<file path="src/rtl/secded_72_64_decoder_if.sv">
// Stream bundle between the ECC decoder and its neighbours: codeword in, corrected word out.
// The decoder drives the slave side; the producer/consumer pair drives the master side.
interface secded_72_64_decoder_if;
   logic        in_valid;
   logic        in_ready;
   logic [71:0] IN;
   logic        out_valid;
   logic        out_ready;
   logic [63:0] OUT;
   logic        err_ce;
   logic        err_ue;
   logic [6:0]  syndrome;

   modport master (
      output in_valid, IN, out_ready,
      input  in_ready, out_valid, OUT, err_ce, err_ue, syndrome
   );

   modport slave (
      input  in_valid, IN, out_ready,
      output in_ready, out_valid, OUT, err_ce, err_ue, syndrome
   );
endinterface

</file>
<file path="src/rtl/secded_72_64_decoder.sv">
// (72,64) SECDED decoder: corrects single-bit errors and flags double errors, with saturating counters.
// Two-stage pipeline, 2-cycle latency; both stages hold while out_valid && !out_ready, and then in_ready=0.
module secded_72_64_decoder #(
   parameter int CNT_W = 16
) (
   input  logic                 clk,
   input  logic                 rst,
   secded_72_64_decoder_if.slave bus,
   input  logic                 clr_cnt,
   output logic [CNT_W-1:0]     ce_count,
   output logic [CNT_W-1:0]     ue_count,
   output logic                 ue_log_valid,
   output logic [6:0]           ue_log_syn
);

   function automatic logic [6:0] calc_syn(input logic [71:0] cw);
      logic [6:0] s;
      logic [6:0] pos;
      s = '0;
      for (int i = 1; i < 72; i++) begin
         pos = 7'(i);
         for (int k = 0; k < 7; k++) begin
            if (pos[k]) s[k] = s[k] ^ cw[i];
         end
      end
      return s;
   endfunction

   // Data occupies every non-power-of-two position from 3 upward, in ascending order.
   function automatic logic [63:0] extract(input logic [71:0] cw);
      logic [63:0] d;
      logic [6:0]  pos;
      logic [5:0]  j;
      d = '0;
      j = '0;
      for (int i = 3; i < 72; i++) begin
         pos = 7'(i);
         if ((pos & (pos - 7'd1)) != 7'd0) begin
            d[j] = cw[i];
            j    = j + 6'd1;
         end
      end
      return d;
   endfunction

   logic             advance;
   logic             xfer_out;
   logic             s1_vld_q, s1_vld_d;
   logic [71:0]      s1_cw_q, s1_cw_d;
   logic [6:0]       s1_syn_q, s1_syn_d;
   logic             s1_par_q, s1_par_d;
   logic             out_vld_q, out_vld_d;
   logic [63:0]      out_dat_q, out_dat_d;
   logic             ce_q, ce_d;
   logic             ue_q, ue_d;
   logic [6:0]       syn_q, syn_d;
   logic [CNT_W-1:0] ce_cnt_q, ce_cnt_d;
   logic [CNT_W-1:0] ue_cnt_q, ue_cnt_d;
   logic             log_vld_q, log_vld_d;
   logic [6:0]       log_syn_q, log_syn_d;
   logic             is_ce;
   logic             is_ue;
   logic [71:0]      cw_fix;

   assign advance      = !out_vld_q || bus.out_ready;
   assign xfer_out     = out_vld_q && bus.out_ready;
   assign bus.in_ready = advance;

   always_comb begin
      s1_vld_d = s1_vld_q;
      s1_cw_d  = s1_cw_q;
      s1_syn_d = s1_syn_q;
      s1_par_d = s1_par_q;
      if (advance) begin
         s1_vld_d = bus.in_valid;
         if (bus.in_valid) begin
            s1_cw_d  = bus.IN;
            s1_syn_d = calc_syn(bus.IN);
            s1_par_d = ^bus.IN;
         end
      end
   end

   // Odd parity with an in-range syndrome is a single flip; anything else non-clean is uncorrectable.
   always_comb begin
      is_ce  = s1_par_q && (s1_syn_q <= 7'd71);
      is_ue  = s1_par_q ? (s1_syn_q > 7'd71) : (s1_syn_q != 7'd0);
      cw_fix = is_ce ? (s1_cw_q ^ (72'd1 << s1_syn_q)) : s1_cw_q;
   end

   always_comb begin
      out_vld_d = out_vld_q;
      out_dat_d = out_dat_q;
      ce_d      = ce_q;
      ue_d      = ue_q;
      syn_d     = syn_q;
      if (advance) begin
         out_vld_d = s1_vld_q;
         if (s1_vld_q) begin
            out_dat_d = extract(cw_fix);
            ce_d      = is_ce;
            ue_d      = is_ue;
            syn_d     = s1_syn_q;
         end
      end
   end

   always_comb begin
      ce_cnt_d  = ce_cnt_q;
      ue_cnt_d  = ue_cnt_q;
      log_vld_d = log_vld_q;
      log_syn_d = log_syn_q;
      if (clr_cnt) begin
         ce_cnt_d  = '0;
         ue_cnt_d  = '0;
         log_vld_d = 1'b0;
         log_syn_d = '0;
      end else if (xfer_out) begin
         if (ce_q && (ce_cnt_q != {CNT_W{1'b1}})) ce_cnt_d = ce_cnt_q + CNT_W'(1);
         if (ue_q && (ue_cnt_q != {CNT_W{1'b1}})) ue_cnt_d = ue_cnt_q + CNT_W'(1);
         if (ue_q && !log_vld_q) begin
            log_vld_d = 1'b1;
            log_syn_d = syn_q;
         end
      end
   end

   always_ff @(posedge clk) begin
      if (rst) begin
         s1_vld_q  <= 1'b0;
         s1_cw_q   <= '0;
         s1_syn_q  <= '0;
         s1_par_q  <= 1'b0;
         out_vld_q <= 1'b0;
         out_dat_q <= '0;
         ce_q      <= 1'b0;
         ue_q      <= 1'b0;
         syn_q     <= '0;
         ce_cnt_q  <= '0;
         ue_cnt_q  <= '0;
         log_vld_q <= 1'b0;
         log_syn_q <= '0;
      end else begin
         s1_vld_q  <= s1_vld_d;
         s1_cw_q   <= s1_cw_d;
         s1_syn_q  <= s1_syn_d;
         s1_par_q  <= s1_par_d;
         out_vld_q <= out_vld_d;
         out_dat_q <= out_dat_d;
         ce_q      <= ce_d;
         ue_q      <= ue_d;
         syn_q     <= syn_d;
         ce_cnt_q  <= ce_cnt_d;
         ue_cnt_q  <= ue_cnt_d;
         log_vld_q <= log_vld_d;
         log_syn_q <= log_syn_d;
      end
   end

   assign bus.out_valid = out_vld_q;
   assign bus.OUT       = out_dat_q;
   assign bus.err_ce    = ce_q;
   assign bus.err_ue    = ue_q;
   assign bus.syndrome  = syn_q;
   assign ce_count      = ce_cnt_q;
   assign ue_count      = ue_cnt_q;
   assign ue_log_valid  = log_vld_q;
   assign ue_log_syn    = log_syn_q;

endmodule

</file>
<file path="src/flat_wrapper.sv">
// flat-port wrapper written by rule: the top's interface ports become plain ports
module secded_72_64_decoder_flat 
#(
   parameter int CNT_W = 16
)
  (clk, rst, clr_cnt, ce_count, ue_count, ue_log_valid, ue_log_syn, bus_in_valid, bus_IN, bus_out_ready, bus_in_ready, bus_out_valid, bus_OUT, bus_err_ce, bus_err_ue, bus_syndrome);
  secded_72_64_decoder_if bus_i ();
  input  logic clk;
  input  logic rst;
  input  logic clr_cnt;
  output logic [CNT_W-1:0] ce_count;
  output logic [CNT_W-1:0] ue_count;
  output logic ue_log_valid;
  output logic [6:0] ue_log_syn;
  input wire logic [$bits(bus_i.in_valid)-1:0] bus_in_valid;
  input wire logic [$bits(bus_i.IN)-1:0] bus_IN;
  input wire logic [$bits(bus_i.out_ready)-1:0] bus_out_ready;
  output wire logic [$bits(bus_i.in_ready)-1:0] bus_in_ready;
  output wire logic [$bits(bus_i.out_valid)-1:0] bus_out_valid;
  output wire logic [$bits(bus_i.OUT)-1:0] bus_OUT;
  output wire logic [$bits(bus_i.err_ce)-1:0] bus_err_ce;
  output wire logic [$bits(bus_i.err_ue)-1:0] bus_err_ue;
  output wire logic [$bits(bus_i.syndrome)-1:0] bus_syndrome;
  assign bus_i.in_valid = bus_in_valid;
  assign bus_i.IN = bus_IN;
  assign bus_i.out_ready = bus_out_ready;
  assign bus_in_ready = bus_i.in_ready;
  assign bus_out_valid = bus_i.out_valid;
  assign bus_OUT = bus_i.OUT;
  assign bus_err_ce = bus_i.err_ce;
  assign bus_err_ue = bus_i.err_ue;
  assign bus_syndrome = bus_i.syndrome;
  secded_72_64_decoder #(.CNT_W(CNT_W)) u_core (.clk(clk), .rst(rst), .bus(bus_i), .clr_cnt(clr_cnt), .ce_count(ce_count), .ue_count(ue_count), .ue_log_valid(ue_log_valid), .ue_log_syn(ue_log_syn));
endmodule
</file>
<file path="config.mk">
export PLATFORM = sky130hd
export DESIGN_NAME = secded_72_64_decoder_flat
export DESIGN_NICKNAME = d
export VERILOG_FILES = /design/src/rtl/secded_72_64_decoder_if.sv /design/src/rtl/secded_72_64_decoder.sv /design/src/flat_wrapper.sv
export SDC_FILE = /design/constraint.sdc
export NUM_CORES = 1
export LEC_CHECK = 0
export BUFFER_PORTS_ARGS = -buffer_cell sky130_fd_sc_hd__buf_4
export CORE_MARGIN = 1.5
export CORE_UTILIZATION = 40
export DETAILED_ROUTE_END_ITERATION = 8
export PLACE_DENSITY = 0.65
export SYNTH_ARGS = -nofsm -noshare
export SYNTH_HDL_FRONTEND = slang
export SYNTH_SLANG_ARGS = --single-unit
</file>
<file path="constraint.sdc">
create_clock -name clk -period 5.2 [get_ports clk]
set_input_delay 1.3 -clock clk [delete_from_list [all_inputs] [get_ports clk]]
set_output_delay 1.3 -clock clk [all_outputs]
set_load 0.03 [all_outputs]
</file>
# ---- Word level (Yosys, flattened, before mapping)
# Cells that the tools add are included.
dict set report totals {
  reg_bits 195
  latchBits 0
  mem_bits_rw 0
  rom_bits 0
  output_inout_bits 115
  word_cells 1346
  n_memories 0
}
dict set report classes {
  n_addsub 64
  n_mul 0
  n_div 0
  order_cmp 128
  eq_ne 2
  n_shift 1
  n_mux 853
  n_bitwise 206
  n_reduce_logical 79
}
# op count
set ops {}
lappend ops {{two-way mux 64 bit} 124}
lappend ops {{bitwise mux 64 bit} 63}
lappend ops {{two-way mux 6 bit} 126}
lappend ops {{two-way mux 1 bit} 476}
lappend ops {{less-than comparator 6 x 7 -> 1 bit (second input constant)} 63}
lappend ops {{demux 1 bit (select 6 bit)} 63}
lappend ops {{greater-or-equal comparator 6 x 1 -> 1 bit (second input constant)} 63}
lappend ops {{adder 6 x 1 -> 6 bit (second input constant)} 62}
lappend ops {{XOR 1 bit} 205}
lappend ops {{two-way mux 72 bit} 1}
lappend ops {{parity 72 bit} 1}
lappend ops {{left shift 1 x 7 -> 72 bit (first input constant)} 1}
lappend ops {{XOR 72 bit} 1}
lappend ops {{logical AND 1 bit} 68}
lappend ops {{adder 16 x 1 -> 16 bit (second input constant)} 2}
lappend ops {{inequality test 16 bit (second input constant)} 2}
lappend ops {{AND reduction 2 bit} 5}
lappend ops {{> comparator 7 bit (second input constant)} 1}
lappend ops {{less-or-equal comparator 7 bit (second input constant)} 1}
lappend ops {{nonzero test 7 bit} 1}
lappend ops {{logical NOT 1 bit} 2}
lappend ops {{OR reduction 2 bit} 1}
lappend ops {{logical OR 1 bit} 1}

# ---- Depth between registers and ports, before layout
# Gate-level depths: netlist of the first run.
dict set report logic_depth {
  depth_word 194
  mapped_depth 9
}

# ---- Worst setup path after synthesis of the first run
# Ideal clock, no wire load.
dict set report synth_path {
  path_type {in2out}
  from {in bus_out_ready}
  to {out bus_in_ready}
  arrival_time_ns 1.766
  required_time_ns 3.900
  path_slack_ns 2.134
  cell_stages 2
  path_buffers 1
  path_cell_list {nand2b_1 clkbuf_1}
}
dict set report synth_via {
  elab_chain_cells 1
}
# element line
set synth_rtl {}
lappend synth_rtl {{from (decl)} flat_wrapper.sv:17} ;# input wire logic [$bits(bus_i.out_ready)-1:0] bus_out_ready;
lappend synth_rtl {{logical OR 1 bit} secded_72_64_decoder.sv:65} ;# assign advance = !out_vld_q || bus.out_ready;
lappend synth_rtl {{to (decl)} flat_wrapper.sv:18} ;# output wire logic [$bits(bus_i.in_ready)-1:0] bus_in_ready;
# No other way between the ends.

# ---- Worst setup path after layout of the first run
# Same ends and word-level chain as after synthesis.

==> metrics.yaml, run 1 <==
synth:
  yosysWarnings: 0
  synth_top_family_by_area: "simple AND/OR/NAND/NOR gates"
  synth_cell_types: 39
  synth.area.mux_share_pct: 0.2227
  synth_xor_area_share_pct: 19.77
  synth_cells: 1089
  synth-compound-area-share_pct: 13.81
  syn_avg_cell_area_um2: 8.254
  synthesis.nets: 1168
  synth_area_um2: 8989
  synth-seq-area-share_pct: 41.65
  synth-seq-cells: 187
  yosys.area_share.simple_pct: 21.35
  synth_fa_ha_area_share_pct: 0.2784
placement:
  portBuffers: 191
  gp_congestion: 0.8621
  dp_hpwl_um: 19030
  place_ws_ns: 1.990
  dp.cells: 1499
cts:
  cts_max_level: 4
  clock_latency_ns: 0.44
  root_buffer: "clkbuf_16"
  cts_buffers: 17
  cts_tree: "done"
  clockBufferDepth: 2
  hold_buffers: 0
  clkTransAtPathRegs_ns: 0.08
  postCtsSetupBuffers: 0
  ctsResizeCount: 0
  clock-sinks: 187
die:
  ioPinCount: 192
  die_area_um2: 23380
  core-area_um2: 21960
  die_y_um: 152.9
  start_util_pct: 40.93
  fp.dieW_um: 152.9
  rows: 54
flow_run:
  cap_violations: 0
worst_setup_path:
  critPathArrivalTime_ns: 1.91
  crit_required_ns: 3.90
  crit_path_start_kind: "primary input"
  reg2reg_slack_ns: 2.82
  worstSetupEndpointType: "output port"
  criticalPathCategory: "in -> out"
  path_max_fanout: 7
global_route:
  first_global_vias: 7408
  grt_max_degree: 96
  overflow: 0
  grtUsageTotal_pct: 22.07
  antenna_found_initial: 0
  grt_pass1_wl_um: 40260
layout:
  diodes: 0
  final_cells: 1531
  final_util_pct: 50.83
  n_fill_cell: 2141
  area_growth_syn_to_layout_pct: 24.18
  final_nets: 1317
  layout-drive-gt1-share_pct: 19.66
sta:
  fin_skew_ns: 0.01158
  finalHoldViolations: 0
  fin_crit_sh_pct: 61.71
  finalCriticalPeriod_ns: 3.209
  tightest_slew_ns: 1.042
  fmax_mhz: 311.6
  grt_setup_unrepaired: "no"
  finalSetupViolCount: 0
  layout_setup_ws_ns: 1.991
  final_max_slew_viol_count: 0
  fin_setup_tns_ns: 0
  maxSlewHeadroom_pct: 30.55
power:
  power_uw: 4028
  power_density_nw_per_um2: 360.8
  vdd_ir_drop_max_uv: 230.8
  p_leak_uw: 0.004178
run_status:
  violations: "design-rule violations"
  status: "finished with violations"
worst_hold_path:
  worstHoldPathType: "reg -> reg"
detailed_routing:
  wl_um: 25780
  wl_per_cell_um: 16.84
  viasPerCell: 5.206
  ant_nets: 0
  drt-initial-drc-count: 714
  vias: 7970
  drc: 15
  drt_first_pass_iters: 7
==> cells in the final DEF, fill, tap and decap left out, drive strengths merged <==
cell	count
or4	1
or2	4
o211ai	2
clkinv	5
clkinvlp	1
or3	39
and2	5
nor3	8
xnor2	119
and4bb	1
inv	12
xnor3	2
mux2i	2
or3b	2
a31oi	1
nand2b	3
dfxtp	187
o21a	1
nand4	6
nand2	208
nor3b	2
a21oi	89
nor4	3
o21ai	38
a211oi	41
buf	195
nand3	19
nor2	109
a311oi	30
and3b	1
and4	4
nand3b	3
nor2b	2
and3	14
xor2	71
ha	2
bufinv	1
clkbuf	18
==> layout make-up <==
| type | instances | area, um2 | area share (%) |
|---|---|---|---|
| Multi-Input combinational cell | 832 | 4990 | 44.70 |
| Clock buffer | 18 | 439.2 | 3.935 |
| Inverter | 5 | 18.77 | 0.1681 |
| Tap cell | 280 | 350.3 | 3.139 |
| Timing Repair Buffer | 195 | 1464 | 13.12 |
| Clock inverter | 14 | 156.4 | 1.401 |
| Sequential cell | 187 | 3744 | 33.54 |
==> routing by layer <==
layer	share of wire (%)	global-route usage, %	wire, um	vias to the layer above
met5	0	0	0	-
met4	1.6	6.162	408	0
met3	6.5	3.714	1664	31
met2	47	36.16	12020	258
met1	45	29.98	11690	3696
li1	-	-	-	3985
==> worst paths after layout <==
kind,start,to,depth (start not counted)
hold reg to reg,u_core.ue_log_syn[2]$_SDFFE_PP0P_,u_core.ue_log_syn[2]$_SDFFE_PP0P_,2
setup / recovery,bus_out_ready,bus_in_ready,3
setup reg to reg,u_core.s1_syn_q[2]$_SDFFE_PP0P_,u_core.bus.OUT[55]$_SDFFE_PP0P_,5
hold / removal,u_core.ue_log_syn[2]$_SDFFE_PP0P_,u_core.ue_log_syn[2]$_SDFFE_PP0P_,2
==> where the power goes <==
part	switching, uW	leakage (uW)	internal (uW)	total (uW)
logic	595	0.00235	458	1050
registers	132	0.00153	1530	1660
clock network	621	0.000292	696	1320
==> through the flow <==
stage	hold slack [ns]	area [um2]
2_1_floorplan	0.4415	8989
3_3_place_gp	0.4435	10570
3_5_place_dp	0.4536	10570
4_1_cts	0.4638	11160
5_1_grt	0.4827	11160
6_report	0.4609	11160
==> registers in the layout, summed over array words and instances (netlist names) <==
name and cells:
u_core.bus.OUT 64, u_core.s1_cw_q 64, u_core.ce_count 16, u_core.ue_count 16
u_core.bus.syndrome 7, u_core.s1_syn_q 7, u_core.ue_log_syn 7, u_core.bus.err_ce 1
u_core.bus.err_ue 1, u_core.bus.out_valid 1, u_core.s1_par_q 1, u_core.s1_vld_q 1
u_core.ue_log_valid 1
==> worst max-delay path, cell delays in order <==
cell,delay [ns]
buf_4,0.12
nand2b_1,0.26
buf_4,0.23
==> synthesized netlist by cell type <==
library cell	number	area (um2)
a211oi_1	41	307.8
a21oi_1	89	445.4
a311oi_1	30	262.8
a31oi_2	1	12.51
and2_1	5	31.28
and3_1	14	87.58
and3b_1	1	8.760
and4_1	4	35.03
and4bb_1	1	12.51
buf_1	4	15.01
clkbuf_1	61	229.0
dfxtp_1	187	3744
ha_1	2	25.02
inv_1	3	11.26
inv_2	2	7.510
mux2i_1	2	20.02
nand2_1	208	780.8
nand2b_1	3	18.77
nand3_1	19	95.09
nand3b_1	3	22.52
nand4_1	6	37.54
nor2_1	109	409.1
nor2b_1	2	12.51
nor3_1	8	40.04
nor3b_1	2	15.01
nor4_1	3	18.77
o211ai_1	2	15.01
o21a_1	1	7.510
o21ai_0	37	185.2
o21ai_1	1	5.000
or2_2	4	25.02
or3_1	39	244.0
or3b_1	2	17.52
or4_1	1	7.510
xnor2_1	112	980.9
xnor2_2	7	113.9
xnor3_1	2	45.04
xor2_1	69	604.3
xor2_2	2	32.53
==> cell families (layout without fill, tap and decap cells) <==
group	Yosys count	in the layout
flip-flops	187	187
adder cells (fa/ha/maj)	2	2
buffers and inverters	70	232
AND/OR/NAND/NOR	434	434
multiplexers	2	2
AO/OA/AOI/OAI	202	202
XOR/XNOR	192	192
Note: power is estimated with default switching activity, not from simulation.
==> run 2: changes to the inputs <==
Settings changed: ABC_AREA set to 1, PLACE_DENSITY 0.65 to 0.66.
Clock period 5.2 ns to 2.7 ns, I/O delays scaled along.
==> run 2 against run 1 <==
The run now ends clean. Clock skew down 0.0016 ns. Setup slack worse by 1.5 ns. Hold slack better by 0.010 ns. Core utilization up 0.056 points. Sequential power up 87%. Via count up 26%.
==> metrics.yaml, run 2 <==
run_status:
  status: "finished, final reports clean"
layout:
  multi_input_area_um2: 5318
  n_fill_cell: 2453
  final_nets: 1745
  layout_common_cells: "nand2_1 (399), nor2_1 (213), buf_4 (204), dfxtp_1 (187), inv_1 (177)"
  layout-drive-gt1-share_pct: 15.90
  final_common_cell: "nand2_1"
  diodes: 0
  final_util_pct: 50.89
  area_growth_syn_to_layout_pct: 24.52
  fin_area_um2: 12380
  seq_area_um2: 3744
  final_cells: 2003
cts:
  root_buffer: "clkbuf_16"
  cts_tree: "done"
  cts_buffers: 17
  hold_buffers: 0
  cts_max_level: 4
  clock_latency_ns: 0.44
  clock-sinks: 187
  clkTransAtPathRegs_ns: 0.07
  postCtsSetupBuffers: 0
  ctsResizeCount: 0
  clockBufferDepth: 2
sta:
  finalCriticalPeriod_ns: 2.184
  hold_ws_ns: 0.4710
  fin_setup_tns_ns: 0
  grt_setup_unrepaired: "no"
  finalSetupViolCount: 0
  tightest_slew_ns: 0.6745
  maxSlewHeadroom_pct: 54.87
  fin_crit_sh_pct: 80.90
  fmax_mhz: 457.8
  fin_skew_ns: 0.009990
  finalHoldViolations: 0
  final_max_slew_viol_count: 0
detailed_routing:
  wl_met3_um: 1872
  drc: 0
  drt-initial-drc-count: 758
  highest_layer: "met4"
  viasPerCell: 5.028
  ant_nets: 0
  wl_met1_um: 14220
  wl_met2_um: 14370
  wl_per_cell_um: 15.54
  drt_first_pass_iters: 5
  wl_um: 31120
  vias: 10070
power:
  switching_share_pct: 33.51
  switching_power_uw: 2533
  vdd_ir_drop_max_uv: 303.7
  pwr-share-comb_pct: 25.7
  clockPowerShare_pct: 33.3
  internal_power_uw: 5025
  power_density_nw_per_um2: 610.7
  seq_power_share_pct: 41.0
  p_leak_uw: 0.005995
worst_setup_path:
  cp_cell_sequence: "nor2_2 -> a21oi_1 -> nor2_4 -> nand2_2 -> nor2_1 -> nand2_1 -> a21oi_1 -> o21ai_1 -> o211ai_1 -> inv_1"
  path_max_fanout: 8
  r2r-end: "u_core.bus.OUT[22]$_SDFFE_PP0P_"
  worstSetupEndpointType: "flop"
  cpPeakStageDelay_ns: 0.56
  cp_num_buf_inv: 1
  crit_required_ns: 3.03
  reg2reg_slack_ns: 0.52
  critPathSlowestCell: "nor2_1"
  crit_path_start_kind: "flop"
  critPathArrivalTime_ns: 2.52
  reg2reg_from: "u_core.s1_syn_q[3]$_SDFFE_PP0P_"
  ff2ff_path_depth: 10
  critical_path.top_delay_family: "simple AND/OR/NAND/NOR gates"
  path_depth: 10
  criticalPathCategory: "reg -> reg"
  crit_path_frequent_cell: "a21oi_1"
global_route:
  grtUsageTotal_pct: 24.04
  antenna_found_initial: 0
  first_global_vias: 9129
  grt_pass1_wl_um: 48400
  overflow: 0
  grt_max_degree: 98
worst_hold_path:
  hold_end: "u_core.ue_log_syn[1]$_SDFFE_PP0P_"
  worstHoldPathType: "reg -> reg"
  min_path_cells: 2
  hold_start: "u_core.ue_log_syn[1]$_SDFFE_PP0P_"
die:
  fp.dieW_um: 160.6
  ioPinCount: 192
  die_y_um: 160.6
  start_util_pct: 40.87
  die_area_um2: 25800
  core-area_um2: 24320
  rows: 57
synth:
  synth_cell_types: 36
  synth.most_common_cell: "nand2_1"
  synth-seq-area-share_pct: 37.67
  synth_area_um2: 9938
  syn_avg_cell_area_um2: 6.670
  synth_top_area_share_pct: 37.67
  synth-seq-cells: 187
  synthFlopType: "dfxtp_1"
  synthesis.nets: 1569
  synth_edf_count: 0
  synth_cells: 1490
  synth_area_leaders: "dfxtp_1 (38%), nand2_1 (15%), nor2_1 (8.1%)"
  synthTopCellsByCount: "nand2_1 (399), nor2_1 (214), dfxtp_1 (187)"
  async_reset_ff_share_pct: 0
  yosysWarnings: 0
  synth_top_area_cell: "dfxtp_1"
placement:
  dp.cells: 1971
  place_area_um2: 11790
  portBuffers: 191
  dp_hpwl_um: 23720
  gp_congestion: 0.9653
flow_run:
  cap_violations: 0
## run 2: cells by family after synthesis
logic type	share of synthesized area (%)
and+or+nand+nor	28.60
AOI/OAI and AO/OA	15.11
buffers and inverters	8.901
DFF	37.67
xor gates and xnor gates	9.467
adders and majority gates	0.2518
## run 2: final cells by class
cell class / count / area share (%)
Multi-Input combinational cell: 1068 / 42.97
Sequential cell: 187 / 30.25
Timing Repair Buffer: 209 / 13.18
Inverter: 183 / 5.561
Clock buffer: 21 / 3.882
Tap cell: 324 / 3.276
Clock inverter: 11 / 0.8796
## run 2: metrics by stage
step	total power (uW)	setup WS [ns]
5_1_grt	7958	0.4561
3_5_place_dp	5083	0.3321
2_1_floorplan	4430	0.7466
3_3_place_gp	5056	0.2825
6_report	7558	0.5158
4_1_cts	7600	0.5459
## run 2: worst max path at each step
stage / start / to / slack [ns]
2_1_floorplan: bus_out_ready / u_core.s1_cw_q[25]$_SDFFE_PP0P_ / 0.75
3_3_place_gp: bus_IN[18] / u_core.s1_syn_q[1]$_SDFFE_PP0P_ / 0.28
3_5_place_dp: bus_IN[18] / u_core.s1_syn_q[1]$_SDFFE_PP0P_ / 0.33
4_1_cts: u_core.s1_syn_q[3]$_SDFFE_PP0P_ / u_core.bus.OUT[22]$_SDFFE_PP0P_ / 0.55
5_1_grt: u_core.s1_syn_q[3]$_SDFFE_PP0P_ / u_core.bus.OUT[53]$_SDFFE_PP0P_ / 0.46
6_report: u_core.s1_syn_q[3]$_SDFFE_PP0P_ / u_core.bus.OUT[22]$_SDFFE_PP0P_ / 0.52
## run 2: power groups by stage
| stage | Combinational (uW) | Clock, uW | Sequential (uW) |
|---|---|---|---|
| floorplan | 1170 | 0 | 3260 |
| detailed placement | 1930 | 0 | 3160 |
| CTS | 1940 | 2570 | 3090 |
| finish | 1940 | 2520 | 3100 |
| global placement | 1900 | 0 | 3150 |
| global route | 2150 | 2690 | 3120 |
## run 2: per-layer routing
metal  vias to the layer above  GRT usage, %
li1                       5122             -
met1                      4607         32.15
met2                       309         39.63
met3                        34         4.184
met4                         0         7.094
met5                         -             0
## run 2: tightest hold or removal path, stage by stage, from the launching register on
cell     delay, ns
dfxtp_1       0.32
nand2_1       0.06
a21oi_1       0.05
